===== src/rtl/sliced_cla_adder.sv =====
// Multi-cycle adder/subtractor: one 8-bit carry-lookahead slice is reused
// NSLICE times to build a W = 8*NSLICE bit result, with a valid/ready
// handshake on both the request and the result side.
module sliced_cla_adder #(
   parameter int unsigned NSLICE = 4
) (
   input  logic                  clk,
   input  logic                  rst,
   input  logic                  in_valid,
   output logic                  in_ready,
   input  logic [8*NSLICE-1:0]   a,
   input  logic [8*NSLICE-1:0]   b,
   input  logic                  cin,
   input  logic                  op_sub,
   output logic                  out_valid,
   input  logic                  out_ready,
   output logic [8*NSLICE-1:0]   sum,
   output logic                  cout,
   output logic                  ovf,
   output logic                  zero
);

   localparam int unsigned W    = 8 * NSLICE;
   localparam int unsigned IdxW = (NSLICE > 1) ? $clog2(NSLICE) : 1;

   typedef enum logic [1:0] {StIdle, StRun, StDone} state_e;

   state_e            state_q, state_d;
   logic [W-1:0]      a_q, a_d, b_q, b_d, sum_q, sum_d;
   logic              carry_q, carry_d;
   logic              cout_q, cout_d, ovf_q, ovf_d, zero_q, zero_d;
   logic [IdxW-1:0]   idx_q, idx_d;

   logic [7:0]        slice_x, slice_y, slice_s;
   logic              slice_c;
   logic [7:0]        gen, prop;
   logic [8:0]        carry_vec;
   logic              la_term, la_prop;

   // Pick the operand slice addressed by the current slice index
   always_comb begin
      slice_x = '0;
      slice_y = '0;
      for (int unsigned s = 0; s < NSLICE; s++) begin
         if (idx_q == IdxW'(s)) begin
            slice_x = a_q[8*s +: 8];
            slice_y = b_q[8*s +: 8];
         end
      end
   end

   // 8-bit carry lookahead: every carry is a flat sum of generate/propagate
   // products back to the slice carry-in, rather than a ripple chain
   always_comb begin
      gen       = slice_x & slice_y;
      prop      = slice_x ^ slice_y;
      carry_vec = '0;
      carry_vec[0] = carry_q;
      la_term   = 1'b0;
      la_prop   = 1'b0;
      for (int i = 0; i < 8; i++) begin
         la_term = gen[i];
         la_prop = prop[i];
         for (int j = i - 1; j >= 0; j--) begin
            la_term = la_term | (la_prop & gen[j]);
            la_prop = la_prop & prop[j];
         end
         carry_vec[i+1] = la_term | (la_prop & carry_q);
      end
      slice_s = prop ^ carry_vec[7:0];
      slice_c = carry_vec[8];
   end

   // Next-state and datapath update for the IDLE/RUN/DONE sequencer
   always_comb begin
      state_d = state_q;
      a_d     = a_q;
      b_d     = b_q;
      sum_d   = sum_q;
      carry_d = carry_q;
      cout_d  = cout_q;
      ovf_d   = ovf_q;
      zero_d  = zero_q;
      idx_d   = idx_q;
      unique case (state_q)
         StIdle: begin
            if (in_valid) begin
               a_d     = a;
               b_d     = op_sub ? ~b : b;
               // Subtract is a + ~b + 1; cin is deliberately ignored
               carry_d = op_sub ? 1'b1 : cin;
               idx_d   = '0;
               state_d = StRun;
            end
         end
         StRun: begin
            for (int unsigned s = 0; s < NSLICE; s++) begin
               if (idx_q == IdxW'(s)) begin
                  sum_d[8*s +: 8] = slice_s;
               end
            end
            carry_d = slice_c;
            idx_d   = idx_q + IdxW'(1);
            if (idx_q == IdxW'(NSLICE - 1)) begin
               state_d = StDone;
               cout_d  = slice_c;
               ovf_d   = (a_q[W-1] == b_q[W-1]) && (sum_d[W-1] != a_q[W-1]);
               zero_d  = (sum_d == '0);
            end
         end
         StDone: begin
            if (out_ready) begin
               state_d = StIdle;
            end
         end
         default: state_d = StIdle;
      endcase
   end

   // State and datapath registers; reset drops any operation in flight
   always_ff @(posedge clk or posedge rst) begin
      if (rst) begin
         state_q <= StIdle;
         a_q     <= '0;
         b_q     <= '0;
         sum_q   <= '0;
         carry_q <= 1'b0;
         cout_q  <= 1'b0;
         ovf_q   <= 1'b0;
         zero_q  <= 1'b0;
         idx_q   <= '0;
      end else begin
         state_q <= state_d;
         a_q     <= a_d;
         b_q     <= b_d;
         sum_q   <= sum_d;
         carry_q <= carry_d;
         cout_q  <= cout_d;
         ovf_q   <= ovf_d;
         zero_q  <= zero_d;
         idx_q   <= idx_d;
      end
   end

   assign in_ready  = (state_q == StIdle);
   assign out_valid = (state_q == StDone);
   assign sum       = sum_q;
   assign cout      = cout_q;
   assign ovf       = ovf_q;
   assign zero      = zero_q;

endmodule


===== config.mk =====
export PLATFORM = sky130hd
export DESIGN_NAME = sliced_cla_adder
export DESIGN_NICKNAME = d
export VERILOG_FILES = /design/src/rtl/sliced_cla_adder.sv
export SDC_FILE = /design/constraint.sdc
export NUM_CORES = 1
export LEC_CHECK = 0
export CORE_UTILIZATION = 45
export CTS_BUF_LIST = sky130_fd_sc_hd__clkbuf_4
export DETAILED_ROUTE_END_ITERATION = 6
export GPL_TIMING_DRIVEN = 0
export PLACE_DENSITY = 0.71
export SKIP_CTS_REPAIR_TIMING = 1
export SLEW_MARGIN = 25
export SYNTH_ARGS = -nofsm -noshare
export SYNTH_HDL_FRONTEND = slang
export SYNTH_SLANG_ARGS = --single-unit

===== constraint.sdc =====
create_clock -name clk -period 4.65 [get_ports clk]
set_input_delay 0.93 -clock clk [delete_from_list [all_inputs] [get_ports clk]]
set_output_delay 0.93 -clock clk [all_outputs]
set_load 0.01 [all_outputs]

### After elaboration in Yosys (flattened, before gate mapping)

Index checks and enable logic that the tools add are counted.

* flip-flop bits (word level): 104
* input bits: 70
* output and inout port bits: 37

* $add $sub $neg: 1
* equal/unequal tests: 10
* mux-type cells: 26
* bitwise gates (word level): 104
* reduce and logical (&&, ||, !) cells: 9

Operator list (number)
* 2-to-1 mux 8 bit: 16
* AND 1 bit: 64
* OR 1 bit: 36
* zero test 32 bit: 1
* 2-to-1 mux 32 bit: 1
* inverter 32 bit: 1
* XOR 8 bit: 2
* AND 8 bit: 1
* 2-to-1 mux 2 bit: 4
* equality test 2 bit (second input constant): 3
* one-hot mux 2 bit (3 select lines): 1
* AND reduction 2 bit: 3
* equality test 2 x 1 -> 1 bit (second input constant): 2
* zero test 2 bit: 2
* inequality test 2 bit (second input constant): 2
* one-hot mux 2 bit (2 select lines): 1
* AND reduction 3 bit: 1
* adder 2 x 1 -> 2 bit (second input constant): 1
* 2-to-1 mux 1 bit: 2
* inequality test 2 x 1 -> 1 bit (second input constant): 1
* one-hot mux 1 bit (2 select lines): 1
* nonzero test 2 bit: 1
* equality test 1 bit: 1
* logical AND 1 bit: 1
* inequality test 1 bit: 1

### Depth between registers and ports, before layout

Gate-level depths: netlist of run 1.

* depth after elaboration: 19
* depth in mapped cells: 16
* depth with buffers taken out: 15

### Worst setup path after synthesis of run 1

No wires, ideal clock.

* path type: register to register
* from: register idx_q[1]
* to: register ovf_q (netlist: ovf)
* arrival: 3143 ps
* slack: 1426 ps
* cell stages (with the launch flop): 16
* buffers on the path: 3
* cells stage by stage: dfrtp_1 inv_1 ha_1 clkbuf_1 buf_1 a21oi_1 nor2_1 a21oi_1 o21ai_0 ha_1 clkbuf_2 or4b_1 o211ai_2 a311oi_2 or3_1 a31oi_1

* longest elaborated chain between the ends: 19
* elaborated cells on any way between the ends: 40

Ends and longest elaborated chain
* start, declared: RTL line 32 `logic [IdxW-1:0] idx_q, idx_d;`
* start signal, assigned: RTL line 141 `idx_q <= idx_d;`
* zero test 2 bit: RTL line 45 `if (idx_q == IdxW'(s)) begin`
* 2-to-1 mux 8 bit (4 in a row): RTL line 45
* XOR 8 bit / AND 8 bit (equally long branches): RTL line 56, 55
* AND 1 bit, on equally long branches: RTL line 65, 66
* OR 1 bit, or another cell as far along (5 in a row): RTL line 65 `la_term = la_term | (la_prop & gen[j]);`
* OR 1 bit / AND 1 bit (equally long branches): RTL line 65, 68
* OR 1 bit: RTL line 68 `carry_vec[i+1] = la_term | (la_prop & carry_q);`
* XOR 8 bit: RTL line 70 `slice_s = prop ^ carry_vec[7:0];`
* 2-to-1 mux 8 bit: RTL line 98 `if (idx_q == IdxW'(s)) begin`
* 2-to-1 mux 8 bit: RTL line 85 `unique case (state_q)`
* inequality test 1 bit: RTL line 107 `ovf_d = (a_q[W-1] == b_q[W-1]) && (sum_d[W-1] != a_q[W-1]);`
* logical AND 1 bit: RTL line 107
* end signal, assigned: RTL line 139 `ovf_q <= ovf_d;`
* end, declared: RTL line 31 `logic cout_q, cout_d, ovf_q, ovf_d, zero_q, zero_d;`

Parallel ways exist; a longest one is shown, timed or not. The select of a mux whose other input is x is not followed.
A chain may end at the register's enable or synchronous reset.

### Worst setup path after layout of run 1

* from: register idx_q[1]
* to: register zero_q (netlist: zero)

* longest elaborated chain between the ends: 18
* elaborated cells on any way between the ends: 102

Ends and longest elaborated chain
* zero test 2 bit: RTL line 45, 98
* 2-to-1 mux 8 bit (4 in a row): RTL line 45
* XOR 8 bit / AND 8 bit (equally long branches): RTL line 56, 55
* AND 1 bit, on equally long branches: RTL line 65, 66
* OR 1 bit, or another cell as far along (5 in a row): RTL line 65
* OR 1 bit / AND 1 bit (equally long branches): RTL line 65, 68
* OR 1 bit: RTL line 68
* XOR 8 bit: RTL line 70
* 2-to-1 mux 8 bit: RTL line 98
* 2-to-1 mux 8 bit: RTL line 85
* zero test 32 bit: RTL line 108 `zero_d = (sum_d == '0);`
* end signal, assigned: RTL line 140 `zero_q <= zero_d;`
* end, declared: RTL line 31

Parallel ways exist; a longest one is shown, timed or not. The select of a mux whose other input is x is not followed.

==> results of run 1 <==
metrics by stage:
step | utilization [%] | worst slack, ns | hold WS (ns)
2_1_floorplan | - | 0.988 | 0.438
3_3_place_gp | 56.8 | -0.440 | 0.457
3_5_place_dp | 57.0 | 0.364 | 0.462
4_1_cts | 58.1 | 0.326 | 0.495
5_1_grt | 58.2 | 0.0255 | 0.521
6_report | 58.2 | 0.364 | 0.495
cell families (layout without fill, tap and decap cells):
logic type	Yosys count	after routing	share of synthesized area, %
adder cells (fa/ha/maj)	14	14	3.48
flip-flops	104	104	49.6
XOR/XNOR	39	39	6.65
buffers and inverters	43	164	3.15
AND/OR/NAND/NOR	254	254	20.1
multiplexers	1	1	0.191
AO/OA/AOI/OAI	154	154	16.9
power by group through the flow:
stage / clock network, mW / registers [mW] / logic, mW
global route: 0.492 / 1.64 / 3.27
CTS: 0.454 / 1.59 / 2.91
global placement: 0 / 1.59 / 2.80
finish: 0.451 / 1.59 / 2.93
floorplan: 0 / 1.59 / 1.83
detailed placement: 0 / 1.61 / 2.90
cell type report:
class | instances | area share [%]
clock inverter | 5 | 0.734
timing repair buffer | 106 | 16.2
buffer | 36 | 2.09
inverter | 7 | 0.470
tap | 143 | 2.69
clock buffer | 10 | 1.13
multi-input combinational | 462 | 37.5
sequential | 104 | 39.1
registers in the layout, indices dropped and copies added, names as in the netlist:
| signal | count |
|---|---|
| b_q | 32 |
| cout | 1 |
| zero | 1 |
| a_q | 32 |
| ovf | 1 |
| state_q | 2 |
| carry_q | 1 |
| sum | 32 |
| idx_q | 2 |
per-layer routing:
metal	up-vias	share of wire, %
met5	-	0
met4	0	2.8
met3	35	5.7
met2	175	48
met1	2195	44
li1	2269	-
placed cells by master, fill, tap and decap left out, types with 6 or more instances in the layout:
master	count
nand2_1	187
clkdlybuf4s50_1	105
dfrtp_1	104
o21ai_0	85
xnor2_1	36
a21oi_1	35
clkbuf_1	31
nor2_1	28
ha_1	13
clkbuf_4	10
and3_1	9
a21o_1	8
a22oi_1	8
nor3_1	7
inv_1	6
worst max path at each step:
stage,end,slack (ns),cells after the start
2_1_floorplan,a_q[0],0.99,1
3_3_place_gp,a_q[9],-0.44,2
3_5_place_dp,zero,0.36,15
4_1_cts,zero,0.33,15
5_1_grt,zero,0.03,15
6_report,zero,0.36,15
critical path: stages (launching register included):
cell and delay, ns:
dfrtp_1 0.43, inv_1 0.10, ha_1 0.21, clkbuf_1 0.48, buf_1 0.41, a21oi_1 0.17
nor2_1 0.13, a21oi_1 0.06, o21ai_0 0.26, ha_1 0.35, or2_1 0.27, a21o_1 0.19
and2_4 0.14, xnor2_1 0.44, a311oi_1 0.22, nor4b_2 0.33
==> metrics.txt, run 1 <==
antenna violations before repair 0; skew final 0.0113 ns; Synth Register Bits 104; post-layout instance area 6650 um2; Syn-to-layout area delta 26.6%; placed instance area between 6000 and 7000 um2; Reg2Reg Capture Point zero; endpoint class of the critical path flip-flop; Post-Syn Area 5250 um2; Sw Pwr roughly 2.4 mW; Mapped Nets 693; DIE AREA 12100 um2; register area 2600 um2; Max Slew Vio Count 0; top cells by count, synth 187 x nand2_1, 104 x dfrtp_1, 85 x o21ai_0, 36 x xnor2_1, 35 x a21oi_1; most numerous cell in the Yosys netlist nand2_1; std cell rows 39; Ports 107; Async SR Flop Fraction 100%; post-route insts no fill around 870; root buf cell clkbuf_4; share of cells above drive strength 1 3.70%; Critical Path Source idx_q[1]; RSZ-0062 raised after global routing no; number of clock sinks roughly 100; Worst Hold End b_q[5]; Worst-Skew Late Latency 0.45 ns; DR pass1 iterations 5; reg2reg start idx_q[1]; top_reg_cell synth dfrtp_1; Logic pwr share around three fifths; hold depth 2; largest cells by area after synthesis dfrtp_1 50%, nand2_1 13%, o21ai_0 8.1%; final setup fails 0; setup TNS 0 ns; Vias between 4000 and 5000; min-delay src b_q[5]; PortBufs 105; WS Path Type reg2reg; Worst EP arrival 4.65 ns; Mapped Cells 609; f_max roughly 230 MHz; fin nets 810; crit path time final between 4 and 5 ns; grt total ovfl 0; met2 usage 38.4%; distinct cell type count after synthesis 46; Die X 110 um; final cycle utilization of the critical path 92.2%; Slew HR a little over half; Fin. Hold Viols 0; maxcap violations 0; layer with the highest usage met2; syn avg cell area between 8 and 9 um2; status completed; Via density roughly 5.4; reg2reg setup slack between 0.3 and 0.4 ns; global router's overall resource usage a little under a quarter; htree depth 3; Multi-input gate area around 2500 um2; Sequential Power Share around a third; initial drt markers 235; WL per Instance 15.5 um; crit path max fanout 10; CTS tree done; Internal Dissipation 2.62 mW; first-pass GRT wire length 21400 um; vias in the first global route about 4500; ANT cells 0; EDFF count, synth 0; Worst-Margin Slew 0.683 ns; chip height between 100 and 150 um; Filler Cell Count 1101; post-route DRC violation count 0; maximum VDD drop 0.396 mV; Critical Path RT around 5.0 ns; CP startpoint kind flip-flop; dominant cell type by area after synthesis dfrtp_1; core area 11400 um2; HP Class reg2reg; met3 Use GR 4.64%; top-area cell type share of the netlist area 49.6%; dpl cells around 860; met1 Use GR 30.4%; yosys warns 0; Max Buffers Root-to-Sink 2; TritonCTS Buffers 9; FF-to-FF path depth 15; Switching Fraction about 47%; Total Wirelength 13600 um; Tot Pwr about 5 mW; Detail Placement HPWL 10500 um; Pwr Density 749 nW/um2; largest net degree at the start of global routing 69; Clk network pwr share around 9.1%; Leak 3.00 nW; Initial Utilization between 40% and 50%; antenna-violating nets left 0; Clock transition at path regs around 0.15 ns; GP Congestion 0.887; sequential-to-total area share from yosys stat 49.6%
(Power assumes the default switching activity.)
==> run 2: changes to the inputs <==
--- a/config.mk
+++ b/config.mk
@@ -5,8 +5,10 @@
 export SDC_FILE = /design/constraint.sdc
 export NUM_CORES = 1
 export LEC_CHECK = 0
+export CORE_ASPECT_RATIO = 0.6
 export CORE_UTILIZATION = 45
 export CTS_BUF_LIST = sky130_fd_sc_hd__clkbuf_4
+export CTS_CLUSTER_DIAMETER = 80
 export DETAILED_ROUTE_END_ITERATION = 6
 export GPL_TIMING_DRIVEN = 0
 export PLACE_DENSITY = 0.71
==> constraint.sdc (replaced) <==
create_clock -name clk -period 5.37 [get_ports clk]
set_input_delay 1.074 -clock clk [delete_from_list [all_inputs] [get_ports clk]]
set_output_delay 1.074 -clock clk [all_outputs]
set_load 0.01 [all_outputs]
==> metrics.txt, run 2 (synthesis results as in run 1) <==
status completed; CP max stage delay 0.49 ns; chip height between 80 and 90 um; CTS tree done; DIE AREA 12100 um2; skew final 0.0255 ns; Clock transition at path regs approximately 0.18 ns; Fin. Hold Viols 0; CP startpoint kind flip-flop; endpoint class of the critical path flip-flop; Pwr Density 653 nW/um2; antenna violations before repair 0; hold_ws approximately 0.50 ns; DP Worst Slack 1.03 ns; most frequent cells in the layout 187 x nand2_1, 105 x clkdlybuf4s50_1, 104 x dfrtp_1; std cell rows 30; Ports 107; antenna-violating nets left 0; Critical Path RT between 5 and 6 ns; Detail Placement HPWL between 10000 and 15000 um; Leak 3.01 nW; DR pass1 iterations 5; PortBufs 105; RSZ-0062 raised after global routing no; post-layout instance area 6670 um2; initial drt markers about 460; Worst Path Buf+Inv 3; CP top delay family buffers and inverters; f_max 224 MHz; most common cell after layout, fill and taps aside nand2_1; crit-path cells inv_1, ha_1, clkbuf_1, buf_1, a22oi_1, nor2_1, a21oi_1, o21ai_0, ha_1, or2_1, a21o_1, and2_4, xnor2_1, a311oi_1, nor4b_2; final cycle utilization of the critical path 83.2%; core area 11300 um2; post-route DRC violation count 0; Slew HR a little over half; Via density 5.41; GP Congestion 0.924; most frequent cell on the critical path ha_1; largest net degree at the start of global routing 55; Vias slightly below 5000; Max Slew Vio Count 0; crit path time final 4.47 ns; TritonCTS Buffers 9; Syn-to-layout area delta 27.0%; htree depth 3; Worst-Skew Late Latency 0.49 ns; Worst EP arrival about 4.9 ns; Initial Utilization 46.3%; Max Buffers Root-to-Sink 2; fin nets 810; WL per Instance 16.6 um; register area 2600 um2; Worst Slack Setup Final about 0.9 ns; ANT cells 0; Filler Cell Count 1035; maxcap violations 0; setup TNS 0 ns; global router's overall resource usage 25.9%; Worst-Margin Slew 0.686 ns; maximum VDD drop 0.265 mV; first-pass GRT wire length 23900 um; vias in the first global route about 4700; number of clock sinks 104; grt total ovfl 0; utilization after layout 58.8%; crit path max fanout 10; share of cells above drive strength 1 4.10%; final setup fails 0; Multi-input gate area 2480 um2; Die X 141 um; root buf cell clkbuf_4; placed instance area 6540 um2; WS Path Type reg2reg; HP Class reg2reg; Total Wirelength approximately 15000 um; critical path's slowest cell xnor2_1
## run 2: worst reg2reg max path: stages (launching register included)
cell and delay (ns):
dfrtp_1 0.44, inv_1 0.11, ha_1 0.22, clkbuf_1 0.47
buf_1 0.46, a22oi_1 0.19, nor2_1 0.13, a21oi_1 0.06
o21ai_0 0.29, ha_1 0.36, or2_1 0.28, a21o_1 0.20
and2_4 0.15, xnor2_1 0.49, a311oi_1 0.21, nor4b_2 0.32
## run 2: final cells by class
type / instances / share of cell area (%)
Clock buffer: 9 / 1.01
Tap cell: 160 / 3.00
Timing Repair Buffer: 106 / 16.2
Buffer: 36 / 2.08
Clock inverter: 7 / 0.976
Multi-Input combinational cell: 462 / 37.2
Sequential cell: 104 / 39.0
Inverter: 7 / 0.469
## run 2: path summary, 6_finish.rpt
| kind | slack, ns | end | from | cells past startpoint |
|---|---|---|---|---|
| worst max-delay path | 0.90 | zero | idx_q[1] | 15 |
| worst min-delay path | 0.50 | sum[31] | sum[31] | 2 |
| worst max register to register | 0.90 | zero | idx_q[1] | 15 |
| worst min register to register | 0.50 | sum[31] | sum[31] | 2 |
| max in group asynchronous | 3.77 | sum[30] | rst | 3 |
| min in group asynchronous | 1.00 | b_q[3] | rst | 2 |
## run 2: routing by layer
layer | up-vias | part of all wire [%] | track usage, %
met4 | 0 | 1.2 | 6.35
met2 | 211 | 40 | 36.3
li1 | 2267 | - | -
met1 | 2317 | 51 | 40.3
met5 | - | 0 | 0
met3 | 21 | 7.7 | 5.42
## run 2: through the flow
stage          cells  power, mW
3_3_place_gp     874       3.83
2_1_floorplan    609       2.96
3_5_place_dp     875       3.92
6_report         891       4.35
5_1_grt          891       4.69
4_1_cts          891       4.32
## run 2: power breakdown
part | internal, mW | total [mW] | switching (mW)
Combinational | 0.964 | 2.55 | 1.59
Sequential | 1.14 | 1.40 | 0.257
Clock | 0.105 | 0.397 | 0.292
==> run 3: changes to the inputs <==
==> constraint.sdc (replaced) <==
create_clock -name clk -period 4.4 [get_ports clk]
set_input_delay 0.88 -clock clk [delete_from_list [all_inputs] [get_ports clk]]
set_output_delay 0.88 -clock clk [all_outputs]
set_load 0.01 [all_outputs]
==> metrics.txt, run 3 (synthesis results as in run 1) <==
Worst-Margin Slew 0.668 ns; Total Wirelength 14900 um; GP Congestion 0.924; Detail Placement HPWL 11200 um; hold_ws around 0.5 ns; global router's overall resource usage about a quarter; status completed; chip height 85.7 um; vias in the first global route roughly 4700; initial drt markers 446; share of cells above drive strength 1 4.38%; largest net degree at the start of global routing 55; Syn-to-layout area delta 27.4%; Initial Utilization 46.3%; fin nets 810; Clock transition at path regs around 0.18 ns; Worst-Skew Late Latency 0.49 ns; final setup fails 0; Leak 3.01 nW; crit path max fanout 10; maxcap violations 0; first-pass GRT wire length 23900 um; crit-path cells inv_1, ha_1, clkbuf_2, buf_1, a21oi_1, nor2_1, a21oi_1, o21ai_0, ha_1, xor2_1, o2111ai_1, nor4_1, o21ai_0, o21ai_1, nor4b_2; highest routed layer met4; grt total ovfl 0; number of clock sinks 104; Worst Path Buf+Inv 3; met2 routed WL about 6100 um; wl on met1 7430 um; HP Class reg2reg; Tot Pwr 5.37 mW; Vias 4821; Max Buffers Root-to-Sink 2; RSZ-0062 raised after global routing no; TritonCTS Buffers 9; Via density 5.41; most frequent cells in the layout 187 x nand2_1, 105 x clkdlybuf4s50_1, 104 x dfrtp_1; CP startpoint kind flip-flop; core area 11300 um2; root buf cell clkbuf_4; Slew HR 55.1%; maximum VDD drop 0.323 mV; met3 wire len 1180 um; antenna violations before repair 0; antenna-violating nets left 0; Die X 141 um; PortBufs ~110; CP max stage delay approximately 0.55 ns; crit path time final 4.13 ns; Pwr Density 803 nW/um2; std cell rows 30; skew final 0.0216 ns; utilization after layout 59.0%; ANT cells 0; critical path's slowest cell xor2_1; Worst EP arrival 4.53 ns; post-route DRC violation count 0; Filler Cell Count 1032; CP top delay family compound AO/OA/AOI/OAI gates; WL per Instance 16.7 um; CTS tree done; Fin. Hold Viols 0; DR pass1 iterations 5; WS Path Type reg2reg; Ports roughly 110; htree depth 3; endpoint class of the critical path flip-flop; DIE AREA around 12000 um2; Critical Path RT between 4 and 5 ns; most common cell after layout, fill and taps aside nand2_1; Max Slew Vio Count 0; f_max 242 MHz; final cycle utilization of the critical path 93.9%
-- run 3: cell counts in the layout (fill, tap and decap cells not counted) --
No cell type changed its count.
-- run 3: cell type report --
| type | count | area (um2) | area share (%) |
|---|---|---|---|
| plain buffers | 36 | 140 | 2.10 |
| clock buffers | 9 | 67.6 | 1.01 |
| clock inverters | 7 | 65.1 | 0.973 |
| inverters | 7 | 31.3 | 0.468 |
| multi-input cells | 462 | 2500 | 37.4 |
| flip-flops and latches | 104 | 2600 | 38.9 |
| well taps | 160 | 200 | 2.99 |
| repair buffers | 106 | 1080 | 16.1 |
-- run 3: worst register-to-register path, cell delays in order, from the launching register on --
cell	delay (ns)
dfrtp_1	0.44
inv_1	0.11
ha_1	0.22
clkbuf_2	0.29
buf_1	0.43
a21oi_1	0.14
nor2_1	0.13
a21oi_1	0.06
o21ai_0	0.25
ha_1	0.31
xor2_1	0.55
o2111ai_1	0.21
nor4_1	0.31
o21ai_0	0.18
o21ai_1	0.19
nor4b_2	0.22
-- run 3: metrics by stage --
| stage | std cells | cell area [um2] | setup WS, ns | setup TNS (ns) |
|---|---|---|---|---|
| finish | 891 | 6690 | 0.266 | 0 |
| floorplan | 609 | 5250 | 0.788 | 0 |
| global placement | 874 | 6500 | -0.658 | -67.65 |
| detailed placement | 875 | 6540 | 0.0635 | 0 |
| global route | 891 | 6690 | 0.000401 | 0 |
| CTS | 891 | 6670 | 0.0485 | 0 |
-- run 3: power breakdown --
part / internal, mW / switching (mW)
combinational: 1.21 / 1.97
sequential: 1.39 / 0.313
clock: 0.128 / 0.356
total: 2.73 / 2.64
-- run 3: metal layers --
layer	up-vias	track usage, %
li1	2257	-
met1	2337	40.3
met2	208	36.3
met3	19	5.42
met4	0	6.35
met5	-	0
-- run 3: final timing paths --
| kind | startpoint | endpoint | slack, ns | depth (start not counted) |
|---|---|---|---|---|
| setup / recovery | idx_q[1] | zero | 0.27 | 15 |
| hold / removal | a_q[6] | a_q[6] | 0.50 | 2 |
| setup reg to reg | idx_q[1] | zero | 0.27 | 15 |
| hold reg to reg | a_q[6] | a_q[6] | 0.50 | 2 |
| max in group asynchronous | rst | a_q[18] | 2.98 | 3 |
| min in group asynchronous | rst | sum[26] | 0.79 | 2 |
